==> src/rtl/cla_sum_pipe.sv <==
// cla_sum_pipe: two-stage elastic carry look-ahead sum stage.
//   Stage 1 registers the per-bit propagate/generate vectors and carry-in,
//   together with the per-group block propagate/generate terms.
//   Stage 2 resolves the group carries, ripples the carries inside each group,
//   and registers sum, carry-out and signed overflow.
// Vector ports use ascending ranges [0:WIDTH-1] with index 0 = LSB, which is
// the bit order the upstream P/G generator uses.
// Optional feature macro: CLA_FLAGS_EN adds registered zero/neg result flags.
module cla_sum_pipe #(
  parameter int WIDTH = 8,
  parameter int GROUP = 4
) (
  input  logic             clk,
  input  logic             rst_n,
  input  logic             in_valid,
  output logic             in_ready,
  input  logic [0:WIDTH-1] p_in,
  input  logic [0:WIDTH-1] g_in,
  input  logic             cin,
  output logic             out_valid,
  input  logic             out_ready,
  output logic [0:WIDTH-1] sum,
  output logic             cout,
  output logic             ovf
`ifdef CLA_FLAGS_EN
  ,
  output logic             zero,
  output logic             neg
`endif
);

  localparam int NGRP = WIDTH / GROUP;

  // Handshake state
  logic rdy_q;
  logic s1_valid_q, s1_valid_d;
  logic out_valid_q, out_valid_d;
  logic adv1, adv2;

  // Stage 1 state
  logic [0:WIDTH-1] p_q, g_q;
  logic             cin_q;
  logic [NGRP-1:0]  gp_q, gp_d;
  logic [NGRP-1:0]  gg_q, gg_d;

  // Stage 2 state
  logic [0:WIDTH-1] sum_q, sum_d;
  logic             cout_q, cout_d;
  logic             ovf_q, ovf_d;
  logic [NGRP:0]    c_grp;
  logic             c_run;
  logic             c_msb;
`ifdef CLA_FLAGS_EN
  logic             zero_q, zero_d;
  logic             neg_q, neg_d;
`endif

  // Stage 2 can take a new entry when it is empty or its entry leaves this
  // cycle. in_ready follows out_ready combinationally so a full pipe keeps
  // streaming without a bubble. rdy_q holds in_ready low through reset and
  // for the first edge after release.
  assign adv2     = s1_valid_q & (~out_valid_q | out_ready);
  assign in_ready = rdy_q & (~s1_valid_q | adv2);
  assign adv1     = in_valid & in_ready;

  // Handshake next-state for both stage valid flags
  always_comb begin
    s1_valid_d  = s1_valid_q;
    out_valid_d = out_valid_q;
    if (adv1) begin
      s1_valid_d = 1'b1;
    end else if (adv2) begin
      s1_valid_d = 1'b0;
    end
    if (adv2) begin
      out_valid_d = 1'b1;
    end else if (out_ready) begin
      out_valid_d = 1'b0;
    end
  end

  // Block propagate/generate per group, walking each group from its LSB up
  always_comb begin
    gp_d = '1;
    gg_d = '0;
    for (int k = 0; k < NGRP; k++) begin
      for (int j = 0; j < GROUP; j++) begin
        gg_d[k] = g_in[k*GROUP + j] | (p_in[k*GROUP + j] & gg_d[k]);
        gp_d[k] = gp_d[k] & p_in[k*GROUP + j];
      end
    end
  end

  // Group carries from block terms, then intra-group ripple seeded by them.
  // P and G are used verbatim; P&G both set at a bit is legal input.
  always_comb begin
    c_grp    = '0;
    c_grp[0] = cin_q;
    for (int k = 0; k < NGRP; k++) begin
      c_grp[k+1] = gg_q[k] | (gp_q[k] & c_grp[k]);
    end
    sum_d = '0;
    c_msb = 1'b0;
    c_run = 1'b0;
    for (int k = 0; k < NGRP; k++) begin
      c_run = c_grp[k];
      for (int j = 0; j < GROUP; j++) begin
        if (k*GROUP + j == WIDTH-1) begin
          c_msb = c_run;
        end
        sum_d[k*GROUP + j] = p_q[k*GROUP + j] ^ c_run;
        c_run = g_q[k*GROUP + j] | (p_q[k*GROUP + j] & c_run);
      end
    end
    cout_d = c_grp[NGRP];
    ovf_d  = c_grp[NGRP] ^ c_msb;
  end

`ifdef CLA_FLAGS_EN
  // Result flags derived from the same next-sum so they align with sum
  always_comb begin
    zero_d = ~|sum_d;
    neg_d  = sum_d[WIDTH-1];
  end
`endif

  // Handshake registers; reset empties both stages immediately
  always_ff @(posedge clk or negedge rst_n) begin
    if (!rst_n) begin
      rdy_q       <= 1'b0;
      s1_valid_q  <= 1'b0;
      out_valid_q <= 1'b0;
    end else begin
      rdy_q       <= 1'b1;
      s1_valid_q  <= s1_valid_d;
      out_valid_q <= out_valid_d;
    end
  end

  // Stage 1 capture on input transfer; holds while stalled
  always_ff @(posedge clk or negedge rst_n) begin
    if (!rst_n) begin
      p_q   <= '0;
      g_q   <= '0;
      cin_q <= 1'b0;
      gp_q  <= '0;
      gg_q  <= '0;
    end else if (adv1) begin
      p_q   <= p_in;
      g_q   <= g_in;
      cin_q <= cin;
      gp_q  <= gp_d;
      gg_q  <= gg_d;
    end
  end

  // Stage 2 capture on advance; result stays stable while downstream stalls
  always_ff @(posedge clk or negedge rst_n) begin
    if (!rst_n) begin
      sum_q  <= '0;
      cout_q <= 1'b0;
      ovf_q  <= 1'b0;
`ifdef CLA_FLAGS_EN
      zero_q <= 1'b0;
      neg_q  <= 1'b0;
`endif
    end else if (adv2) begin
      sum_q  <= sum_d;
      cout_q <= cout_d;
      ovf_q  <= ovf_d;
`ifdef CLA_FLAGS_EN
      zero_q <= zero_d;
      neg_q  <= neg_d;
`endif
    end
  end

  assign out_valid = out_valid_q;
  assign sum       = sum_q;
  assign cout      = cout_q;
  assign ovf       = ovf_q;
`ifdef CLA_FLAGS_EN
  assign zero      = zero_q;
  assign neg       = neg_q;
`endif

endmodule

==> config.mk <==
export PLATFORM = sky130hd
export DESIGN_NAME = cla_sum_pipe
export DESIGN_NICKNAME = d
export VERILOG_FILES = /design/src/rtl/cla_sum_pipe.sv
export SDC_FILE = /design/constraint.sdc
export NUM_CORES = 1
export LEC_CHECK = 0
export CORE_UTILIZATION = 30
export CTS_BUF_LIST = sky130_fd_sc_hd__clkbuf_16
export DETAILED_ROUTE_END_ITERATION = 8
export PLACE_DENSITY = 0.51
export RECOVER_POWER = 50
export SETUP_SLACK_MARGIN = 0.5
export SLEW_MARGIN = 20
export SYNTH_ARGS = -nofsm -noshare
export SYNTH_HDL_FRONTEND = slang
export SYNTH_SLANG_ARGS = --single-unit
==> constraint.sdc <==
create_clock -name clk -period 3.1 [get_ports clk]
set_input_delay 0.62 -clock clk [delete_from_list [all_inputs] [get_ports clk]]
set_output_delay 0.62 -clock clk [all_outputs]
set_load 0.02 [all_outputs]
Word-level counts from Yosys, hierarchy flattened
Cells that the tools add are included.
Widths: inputs -> output; s select.

storage, ports and cells
  register bits = 34
  bits in latches = 0
  memory bits (writable) = 0
  ROM bits = 0
  bits of input ports = 21
  output and inout bits = 12
  word-level logic and storage cells = 67
  memories kept = 0

operators by class
  add/sub/neg operators = 0
  multiply operators = 0
  divide/modulo/power cells = 0
  $lt $le $gt $ge = 0
  equality and inequality tests = 0
  shift operators = 0
  multiplexer cells = 4
  bitwise gates (word level) = 50
  reduce and logical (&&, ||, !) cells = 2

operator list
  operator           number
  $and 1x1->1        23
  $or 1x1->1         16
  $xor 1x1->1        9
  $mux 1             4
  $reduce_bool 2->1  2
  $not 1->1          2

Longest topological paths before layout
Gate-level depths: netlist (run 1).

  depth after elaboration = 9
  mapped depth = 9
  depth with buffers taken out = 9

Least setup slack after synthesis (run 1)
Ideal clock, no wire load.

  path kind = register -> register
  start = register gp_q[0]
  end = register sum_q, in the netlist sum[7]
  setup time = 125 ps
  data arrival time = 2,043 ps
  required time = 2,975 ps
  setup slack = 932 ps
  stages on the path, launching flop included = 10
  buffers on the path = 0
  clock period less this slack = 2,168 ps
  cell sequence = dfrtp_1 > a21o_1 > ha_1 > or2_2 > ha_1 > or2_2 > ha_1 > nor2_1 > xnor2_1 > mux2_4

on the way
  word-level cells in the longest chain between the ends = 9

ends and longest elaborated chain
  what                      RTL line  source
  start: declaration        43        logic [NGRP-1:0] gp_q, gp_d;
  start signal: assignment  152       gp_q <= gp_d;
  $and 1x1->1               100       c_grp[k+1] = gg_q[k] | (gp_q[k] & c_grp[k]);
  $or 1x1->1                100
  $and 1x1->1               112       c_run = g_q[k*GROUP + j] | (p_q[k*GROUP + j] & c_run);
  $or 1x1->1                112
  $and 1x1->1               112
  $or 1x1->1                112
  $and 1x1->1               112
  $or 1x1->1                112
  $xor 1x1->1               111       sum_d[k*GROUP + j] = p_q[k*GROUP + j] ^ c_run;
  end signal: assignment    168       sum_q <= sum_d;
  end: declaration          47        logic [0:WIDTH-1] sum_q, sum_d;

No other way between the ends.
A chain may end at the register's enable or synchronous reset.

==> results of run 1 <==
kinds of logic (layout without fill, tap and decap cells):
kind of cell / count (synthesis) / after routing / synth area share [%]
compound gates: 14 / 14 / 5.53
xor+xnor: 2 / 2 / 1.19
fa+ha+maj: 6 / 6 / 5.11
buf+inv: 5 / 43 / 2.81
flops: 32 / 32 / 54.5
mux: 27 / 27 / 22.6
other cells: 1 / 1 / 0.255
simple gates: 18 / 18 / 8.08
worst paths after layout:
| path | from | end | slack [ns] | depth (start not counted) |
|---|---|---|---|---|
| setup / recovery | rst_n | p_q[4]$_DFFE_PN0P_ | 0.80 | 2 |
| hold / removal | g_q[5]$_DFFE_PN0P_ | g_q[5]$_DFFE_PN0P_ | 0.48 | 1 |
| setup reg to reg | gp_q[0]$_DFFE_PN0P_ | sum[7]$_DFFE_PN0P_ | 0.80 | 9 |
| hold reg to reg | g_q[5]$_DFFE_PN0P_ | g_q[5]$_DFFE_PN0P_ | 0.48 | 1 |
| max in group clk | gp_q[0]$_DFFE_PN0P_ | sum[7]$_DFFE_PN0P_ | 0.80 | 9 |
| min in group asynchronous | rst_n | p_q[7]$_DFFE_PN0P_ | 1.32 | 2 |
what timing repair did:
item	in CTS	in global routing
setup endpoints to repair	0	1
buffers inserted	0	0
resized for setup	0	1
Yosys cell counts (all sizes together):
cell type  count  area (sq um)
a211o          1          8.76
a21o           1          7.51
a21oi          7          35.0
a31oi          2          12.5
and2           2          15.0
buf            3          33.8
conb           1          3.75
dfrtp         32           801
ha             6          75.1
inv            2          7.51
mux2          25           312
mux2i          2          20.0
nand2          3          11.3
nand2b         1          13.8
nand3          2          15.0
nand3b         1          11.3
nand4          2          12.5
nor2           2          7.51
o211ai         1          7.51
o21ai          2          10.0
or2            4          25.0
or2b           1          7.51
xnor2          2          17.5
sequential cells by signal (all words and copies together) (netlist names), 2 cells and up:
register	cells
gp_q	2
sum	8
g_q	6
p_q	8
gg_q	2
layer usage:
layer | wire, um | up-vias | global-route usage, %
met5 | 0 | - | 0
met4 | 57 | 0 | 6.54
met3 | 92 | 5 | 2.92
met2 | 1290 | 17 | 18.4
met1 | 1150 | 445 | 14.5
li1 | - | 445 | -
layout make-up:
class                      instances  share of cell area [%]
inverter                           2                   0.377
multi-input combinational         68                    30.5
tap                               67                    4.21
timing repair buffer              33                    16.4
sequential                        32                    40.3
clock inverter                     3                    1.95
clock buffer                       5                    6.29
power groups by stage:
| stage | sequential [mW] | clock, mW | combinational [mW] |
|---|---|---|---|
| detailed placement | 0.591 | 0 | 0.475 |
| floorplan | 0.661 | 0 | 0.200 |
| global placement | 0.587 | 0 | 0.474 |
| global route | 0.596 | 0.567 | 0.489 |
| finish | 0.580 | 0.533 | 0.449 |
| CTS | 0.585 | 0.544 | 0.478 |
stage by stage:
stage	setup slack, ns	instances	hold WS, ns	area, sq um	utilization, %
2_1_floorplan	0.932	105	0.324	1470	-
3_3_place_gp	0.527	202	0.470	1850	39.1
3_5_place_dp	0.516	202	0.476	1850	39.1
4_1_cts	0.508	210	0.487	2010	42.6
5_1_grt	0.382	210	0.501	1990	42.1
6_report	0.801	210	0.480	1990	42.1
==> out/qor.csv, run 1 <==
stage;metric;value;unit
global_routing;initial antenna violation count;0;
floorplan;Initial Utilization;31.1;%
drt;ANT nets after route;0;
setup_path;crit end category;async pin;
drt;Pre-Repair DR Iteration Count;3;
global_routing;vias in the first global route;997;
finish;footprint of the multi-input gates;607;sq um
floorplan;DIE AREA;5180;sq um
setup_path;crit path max-delay cell type;clkbuf_1;
pwr;Clk pwr share;34.1;%
timing;Final Hold Viols;0;
synthesis;count of unique library cells instantiated by Yosys;27;
timing;RSZ-0062 raised after global routing;false;
timing;min Tclk post-route;2.30;ns
floorplan;chip height;72.0;um
pwr;Pwr Density;785;nW/um^2
clocking;Longest Clk Path Bufs;2;
finish;# diodes;0;
floorplan;row count;25;
drt;vias per cell;4.34;
drt;Routed WL;2.58;mm
synthesis;Mapped Cells;105;
place;PortBufs;32;
setup_path;CP peak stage delay;1.21;ns
pwr;Pleak;0.865;nW
clocking;clk sinks;32;
timing;crit share post-route;74.2;%
clocking;CTS root buffer;clkbuf_16;
synthesis;count of state elements after synthesis;32;
drt;DRT iter0 DRCs;45;
finish;most common cell after layout, fill and taps aside;dfrtp_1;
setup_path;CP Buf/Inv Count;2;
finish;storage element area;801;sq um
setup_path;Req. time, crit path;3.16;ns
synthesis;Seq/Total Area, Yosys;54.5;%
pwr;total power;1.56;mW
place;GPL Wtd Cong;0.689;
synthesis;syn nets;132;
finish;number of fill cells in the layout;440;
finish;Final #Nets;169;
pwr;sw frac;26.1;%
clocking;CTS tree;built;
setup_path;Cell Chain, Critical Path;dlygate4sd3_1 > clkbuf_1;
flow_run;max-cap violations;1;
setup_path;Crit Path Class;in -> async;
floorplan;Placeable Area;4720;sq um
place;DP HPWL;1.89;mm
drt;WL/cell;12.3;um
timing;max-slew violation count;33;
pwr;Sw Pwr;0.407;mW
synthesis;mapped cell area;1470;sq um
finish;most frequent cells in the layout;dfrtp_1 (32), clkdlybuf4s50_1 (30), mux2_2 (16), a21oi_1 (7), ha_1 (6);
setup_path;largest delay contributor family on the critical path;buffers and inverters;
status;failing checks;max-capacitance violations, max-slew violations;
floorplan;DIE WIDTH;72.0;um
min_path;Hold Crit Class;reg -> reg;
status;status;finished, violations left;
setup_path;Worst Setup Start Kind;input pin;
pwr;Int Power;1.16;mW
timing;Slew @ Worst Pin;1.68;ns
setup_path;CP max FO;32;
pwr;Gate power share;28.8;%
global_routing;largest net degree at the start of global routing;33;
clocking;CTS buffer count;5;
floorplan;IO Pins;33;
global_routing;gr ovfl total;0;
clocking;H-tree levels;2;
setup_path;CP Data Arrival Time;2.36;ns
global_routing;GRT Resource Usage Total;11.6;%
timing;maximum clock frequency;435;MHz
finish;area growth from synthesis to layout;35.3;%
timing;Setup-failing EPs final;0;
clocking;Hold-fix buffers, CTS;0;
pwr;sequential power share;37.1;%
timing;Slew headroom;-12.3;%
synthesis;YS warnings;0;
timing;worst clock skew;0.00272;ns
drt;Post-route DRC;0;
clocking;worst skew pair latency;0.27;ns
drt;routed vias;912;
clocking;clock transition at the registers of the reported paths;0.05;ns
timing;Setup TNS;0;ns
synthesis;syn avg cell area;14.0;sq um
pwr;Max VDD drop;0.315;mV
global_routing;global-route wire length before repair;4.50;mm
finish;share of cells above drive strength 1;23.8;%
Note: power is estimated with default switching activity, not from simulation.
==> run 2: changes to the inputs <==
--- a/config.mk
+++ b/config.mk
@@ -8,7 +8,7 @@
 export CORE_UTILIZATION = 30
 export CTS_BUF_LIST = sky130_fd_sc_hd__clkbuf_16
 export DETAILED_ROUTE_END_ITERATION = 8
-export PLACE_DENSITY = 0.51
+export PLACE_DENSITY = 0.53
 export RECOVER_POWER = 50
 export SETUP_SLACK_MARGIN = 0.5
 export SLEW_MARGIN = 20
==> constraint.sdc (replaced) <==
create_clock -name clk -period 2.09 [get_ports clk]
set_input_delay 0.418 -clock clk [delete_from_list [all_inputs] [get_ports clk]]
set_output_delay 0.418 -clock clk [all_outputs]
set_load 0.02 [all_outputs]
==> out/qor.csv, run 2 (synthesized netlist as in run 1, its figures left out) <==
stage;metric;value;unit;change
drt;WL/cell;13.1;um;+6.7%
setup_path;Cell Chain, Critical Path;a21o_1 > ha_2 > or2_4 > ha_4 > or2_4 > ha_4 > nor2_4 > xnor2_1 > mux2_4;;
finish;footprint of the multi-input gates;719;sq um;+19%
place;Inst Count DP;206;;+2.0%
pwr;total power;2.25;mW;+44%
finish;Final #Nets;179;;+5.9%
clocking;H-tree levels;2;;unchanged
clocking;clock transition at the registers of the reported paths;0.05;ns;about the same
setup_path;CP Data Arrival Time;2.18;ns;-0.18 ns
timing;min Tclk post-route;2.03;ns;
drt;ANT nets after route;0;;unchanged
drt;Routed WL;2.89;mm;+12%
place;PortBufs;32;;unchanged
status;status;finished clean;;
global_routing;initial antenna violation count;0;;unchanged
flow_run;max-cap violations;0;;-1
finish;number of fill cells in the layout;440;;unchanged
finish;most frequent cells in the layout;dfrtp_1 (32), clkdlybuf4s50_1 (18), mux2_2 (16), dlygate4sd2_1 (12), mux2_4 (8);;
place;DP HPWL;1.90;mm;+0.61%
finish;most common cell after layout, fill and taps aside;dfrtp_1;;
clocking;CTS tree;built;;
timing;maximum clock frequency;493;MHz;
setup_path;CP peak stage delay;0.37;ns;-0.84 ns
timing;crit share post-route;97.0;%;
floorplan;Initial Utilization;31.1;%;unchanged
drt;routed vias;967;;+6.0%
finish;area growth from synthesis to layout;46.7;%;
floorplan;row count;25;;unchanged
clocking;Longest Clk Path Bufs;2;;unchanged
pwr;Pwr Density;1040;nW/um^2;+33%
clocking;Hold-fix buffers, CTS;0;;unchanged
clocking;worst skew pair latency;0.27;ns;about the same
drt;vias per cell;4.40;;+1.2%
timing;RSZ-0062 raised after global routing;true;;
min_path;hold depth;1;;unchanged
setup_path;Req. time, crit path;2.24;ns;-0.92 ns
setup_path;crit path max-delay cell type;dfrtp_1;;
clocking;clk sinks;32;;unchanged
drt;M1 wire length;1.33;mm;+16%
timing;Final Hold Viols;0;;unchanged
floorplan;chip height;72.0;um;unchanged
setup_path;CP max FO;3;;-91%
timing;Setup-failing EPs final;0;;unchanged
drt;Pre-Repair DR Iteration Count;4;;+1
finish;# diodes;0;;unchanged
global_routing;global-route wire length before repair;5.03;mm;+12%
floorplan;DIE WIDTH;72.0;um;unchanged
timing;worst clock skew;0.00195;ns;-0.000771 ns
drt;Post-route DRC;0;;unchanged
setup_path;Crit Path Class;reg -> reg;;
min_path;Hold Crit Class;reg -> reg;;
floorplan;IO Pins;33;;unchanged
finish;Layout Cells excl Fill;220;;+4.8%
global_routing;GRT Resource Usage Total;13.0;%;+1.4 points
global_routing;gr ovfl total;0;;unchanged
pwr;Max VDD drop;0.351;mV;+11%
drt;DRT iter0 DRCs;42;;-6.7%
pwr;Pleak;0.948;nW;+9.6%
finish;share of cells above drive strength 1;36.6;%;+13 points
setup_path;Worst Setup Start Kind;flip-flop;;
floorplan;Placeable Area;4720;sq um;unchanged
clocking;CTS buffer count;5;;unchanged
timing;max-slew violation count;0;;-100%
place;GPL Wtd Cong;0.685;;-0.67%
global_routing;vias in the first global route;1060;;+6.3%
drt;Met2 Wirelength;1.44;mm;+12%
floorplan;DIE AREA;5180;sq um;unchanged
clocking;CTS root buffer;clkbuf_16;;
timing;Slew headroom;45.1;%;+57 points
timing;Slew @ Worst Pin;0.823;ns;-0.862 ns
setup_path;crit end category;flip-flop;;
drt;uppermost routed layer;met4;;
finish;storage element area;801;sq um;unchanged
drt;Routed met3 length;72;um;-22%
setup_path;Reg2Reg Depth;9;;unchanged
global_routing;largest net degree at the start of global routing;33;;unchanged
-- run 2: cell types whose count changed in the layout (fill, tap and decap cells not counted), moves of 3 or more --
cell	delta
mux2_1	-3
dlygate4sd2_1	+12
or2_2	-4
or2_4	+4
mux2_4	+3
buf_4	+7
ha_1	-6
clkdlybuf4s50_1	-12
ha_4	+4
-- run 2: worst paths after layout --
kind	from	endpoint	slack, ns
hold reg to reg	g_q[5]$_DFFE_PN0P_	g_q[5]$_DFFE_PN0P_	0.50
setup / recovery	gp_q[0]$_DFFE_PN0P_	sum[7]$_DFFE_PN0P_	0.06
min in group asynchronous	rst_n	sum[7]$_DFFE_PN0P_	0.77
max in group asynchronous	rst_n	g_q[1]$_DFFE_PN0P_	0.80
hold / removal	g_q[5]$_DFFE_PN0P_	g_q[5]$_DFFE_PN0P_	0.50
setup reg to reg	gp_q[0]$_DFFE_PN0P_	sum[7]$_DFFE_PN0P_	0.06
-- run 2: layer usage --
metal,vias up,GRT usage (%)
met5,-,0
met4,0,6.54
met3,5,2.92
met2,14,20.9
met1,483,16.4
li1,465,-
-- run 2: worst max-delay path: cells and delay by family, from the launching register on --
family	cells	cell delay [ns]
adder cells (fa/ha/maj)	3	0.50
XOR/XNOR	1	0.07
flip-flops	1	0.37
AO/OA/AOI/OAI	1	0.19
multiplexers	1	0.25
AND/OR/NAND/NOR	3	0.54
-- run 2: where the power goes --
part	total (mW)	switching, mW	internal [mW]	leakage [nW]
Combinational	0.719	0.312	0.407	0.497
Sequential	0.870	0.0938	0.776	0.377
Clock	0.660	0.233	0.427	0.0738
Total	2.25	0.639	1.61	0.948
-- run 2: layout make-up --
class	count	share of cell area, %
tap	67	3.89
inverter	2	0.348
clock inverter	3	0.522
timing repair buffer	43	19.0
multi-input combinational	68	33.4
sequential	32	37.1
clock buffer	5	5.80
-- run 2: repair_timing --
action                                 4_1_cts  5_1_grt
endpoints found under the hold margin        0        0
pin swaps                                    8        2
buffers inserted                             4        0
setup endpoints to repair                   35        7
gates cloned                                 2        0
gates resized for setup                     25        4
-- run 2: stage by stage --
| stage | area (sq um) | hold slack, ns | TNS, ns | util (%) | worst slack, ns |
|---|---|---|---|---|---|
| after floorplan | 1510 | 0.122 | 0 | - | 0.0954 |
| after global placement | 1930 | 0.481 | -0.0468 | 40.8 | -0.0468 |
| after detailed placement | 1930 | 0.486 | -0.0673 | 40.8 | -0.0575 |
| after CTS | 2190 | 0.504 | 0 | 46.4 | 0.0601 |
| after global routing | 2160 | 0.525 | -0.00326 | 45.7 | -0.00326 |
| final | 2160 | 0.499 | 0 | 45.7 | 0.0632 |
==> run 3: changes to the inputs <==
--- a/config.mk
+++ b/config.mk
@@ -10,7 +10,7 @@
 export DETAILED_ROUTE_END_ITERATION = 8
 export PLACE_DENSITY = 0.53
 export RECOVER_POWER = 50
-export SETUP_SLACK_MARGIN = 0.5
+export SETUP_SLACK_MARGIN = 0.05
 export SLEW_MARGIN = 20
 export SYNTH_ARGS = -nofsm -noshare
 export SYNTH_HDL_FRONTEND = slang
==> out/qor.csv, run 3 (synthesized netlist as in run 1, its figures left out) <==
stage;metric;value;unit;change
clocking;CTS root buffer;clkbuf_16;;
drt;Routed met3 length;74;um;+2.8%
timing;maximum clock frequency;491;MHz;-0.55%
timing;Hold WS;0.503;ns;+0.00374 ns
status;status;finished clean;;
drt;Post-route DRC;0;;unchanged
finish;most common cell after layout, fill and taps aside;dfrtp_1;;
floorplan;Initial Utilization;31.1;%;unchanged
setup_path;Req. time, crit path;2.25;ns;about the same
drt;Met2 Wirelength;1.39;mm;-3.8%
timing;Setup-failing EPs final;0;;unchanged
setup_path;crit path max-delay cell type;dfrtp_1;;
place;PortBufs;32;;unchanged
drt;M1 wire length;1.22;mm;-7.8%
clocking;clock transition at the registers of the reported paths;0.05;ns;about the same
pwr;total power;2.42;mW;+7.5%
setup_path;crit end category;flip-flop;;
place;GPL Wtd Cong;0.687;;+0.32%
clocking;Longest Clk Path Bufs;2;;unchanged
setup_path;CP peak stage delay;0.40;ns;+0.03 ns
setup_path;Cell Chain, Critical Path;a21o_1 > ha_2 > or2_4 > ha_4 > or2_4 > ha_4 > nor2_4 > xnor2_1 > mux2_4;;
setup_path;Worst Setup Start Kind;flip-flop;;
drt;vias per cell;4.39;;-0.17%
timing;Final Hold Viols;0;;unchanged
pwr;Max VDD drop;0.399;mV;+14%
clocking;Hold-fix buffers, CTS;0;;unchanged
floorplan;row count;25;;unchanged
finish;fin util;44.3;%;-1.3 points
clocking;CTS buffer count;5;;unchanged
timing;Slew @ Worst Pin;0.799;ns;-0.0240 ns
drt;uppermost routed layer;met4;;
drt;WL/cell;12.7;um;-3.4%
flow_run;max-cap violations;0;;unchanged
drt;ANT nets after route;0;;unchanged
clocking;post-CTS setup buffer count;0;;-4
clocking;clk sinks;32;;unchanged
setup_path;r2r startpoint;cin_q$_DFFE_PN0P_;;
timing;worst clock skew;0.00279;ns;+0.000849 ns
global_routing;global-route wire length before repair;4.58;mm;-8.9%
setup_path;CP Data Arrival Time;2.19;ns;about the same
min_path;worst hold start;g_q[4]$_DFFE_PN0P_;;
finish;number of fill cells in the layout;431;;-2.0%
clocking;CTS tree;built;;
drt;DRT iter0 DRCs;31;;-26%
pwr;Pwr Density;1150;nW/um^2;+11%
timing;max-slew violation count;0;;unchanged
clocking;worst skew pair latency;0.27;ns;about the same
setup_path;R2R Setup Slk;0.05;ns;about the same
global_routing;GRT Resource Usage Total;11.9;%;-1.1 points
pwr;Pleak;0.884;nW;-6.7%
min_path;Hold Crit Class;reg -> reg;;
finish;Final #Nets;173;;-3.4%
setup_path;CP max FO;4;;+1
floorplan;DIE AREA;5180;sq um;unchanged
drt;Routed WL;2.72;mm;-6.0%
timing;crit share post-route;97.5;%;+0.54 points
timing;RSZ-0062 raised after global routing;true;;
drt;routed vias;939;;-2.9%
timing;Slew headroom;46.7;%;+1.6 points
floorplan;Placeable Area;4720;sq um;unchanged
finish;area growth from synthesis to layout;42.5;%;
setup_path;reg-to-reg endpoint;sum[7]$_DFFE_PN0P_;;
finish;most frequent cells in the layout;dfrtp_1 (32), clkdlybuf4s50_1 (30), mux2_2 (16), mux2_4 (8), a21oi_1 (7);;
global_routing;vias in the first global route;974;;-8.1%
global_routing;initial antenna violation count;0;;unchanged
min_path;Hold Path End;g_q[4]$_DFFE_PN0P_;;
setup_path;Crit Path Class;reg -> reg;;
min_path;hold depth;1;;unchanged
place;DP HPWL;1.94;mm;+2.1%
floorplan;chip height;72.0;um;unchanged
global_routing;gr ovfl total;0;;unchanged
finish;share of cells above drive strength 1;34.0;%;-2.6 points
timing;min Tclk post-route;2.04;ns;+0.0113 ns
drt;Pre-Repair DR Iteration Count;4;;unchanged
finish;# diodes;0;;unchanged
floorplan;IO Pins;33;;unchanged
floorplan;DIE WIDTH;72.0;um;unchanged
clocking;H-tree levels;2;;unchanged
global_routing;largest net degree at the start of global routing;33;;unchanged
setup_path;Reg2Reg Depth;9;;unchanged
==> run 3: cell count changes in the layout (fill, tap and decap cells not counted), moves of 2 or more <==
| cell | change |
|---|---|
| dlygate4sd2_1 | -11 |
| inv_1 | -2 |
| buf_4 | -4 |
| clkdlybuf4s50_1 | +12 |
==> run 3: metrics by stage <==
stage	instances	instance area, sq um	setup TNS (ns)	worst slack (ns)
after floorplan	105	1490	0	0.0510
after detailed placement	206	1910	-0.0834	-0.0522
after global routing	214	2090	-0.0150	-0.00787
final	214	2090	0	0.0519
after global placement	206	1910	-0.0652	-0.0493
after CTS	214	2090	0	0.0151
==> run 3: worst max-delay path by stage <==
stage                            startpoint            endpoint  slack (ns)
after floorplan           cin_q$_DFFE_PN0P_  sum[7]$_DFFE_PN0P_        0.05
after global placement            out_ready            in_ready       -0.05
after detailed placement          out_ready            in_ready       -0.05
after CTS                 cin_q$_DFFE_PN0P_  sum[7]$_DFFE_PN0P_        0.02
after global routing      cin_q$_DFFE_PN0P_  sum[7]$_DFFE_PN0P_      -0.008
final                     cin_q$_DFFE_PN0P_  sum[7]$_DFFE_PN0P_        0.05
==> run 3: timing repair <==
action / CTS / global route
resized for setup: 6 / 6
setup endpoints to repair: 4 / 3
pin swaps: 6 / 8
gates cloned: 0 / 0
==> run 3: metal layers <==
layer	track usage (%)	vias to the layer above
met1	14.8	467
met4	4.58	0
met5	0	-
met3	4.17	2
li1	-	454
met2	19.0	16
==> run 3: layout make-up <==
type | count | area, sq um | share of cell area (%)
Clock buffer | 5 | 125 | 5.97
Multi-Input combinational cell | 68 | 688 | 32.9
Tap cell | 67 | 83.8 | 4.00
Timing Repair Buffer | 37 | 352 | 16.8
Clock inverter | 3 | 37.5 | 1.79
Sequential cell | 32 | 801 | 38.2
Inverter | 2 | 7.51 | 0.358
==> run 3: critical path: cells and delay by family, from the launching register on <==
family	cells	cell delay (ns)
fa+ha+maj	3	0.48
xor+xnor	1	0.06
flops	1	0.40
simple gates	3	0.54
compound gates	1	0.19
mux	1	0.25
==> run 3: report_power, final <==
group          total [mW]  leakage [nW]  switching, mW  internal [mW]
Clock               0.792        0.0789          0.240          0.552
Sequential          0.874         0.377         0.0979          0.776
Combinational       0.752         0.429          0.301          0.450
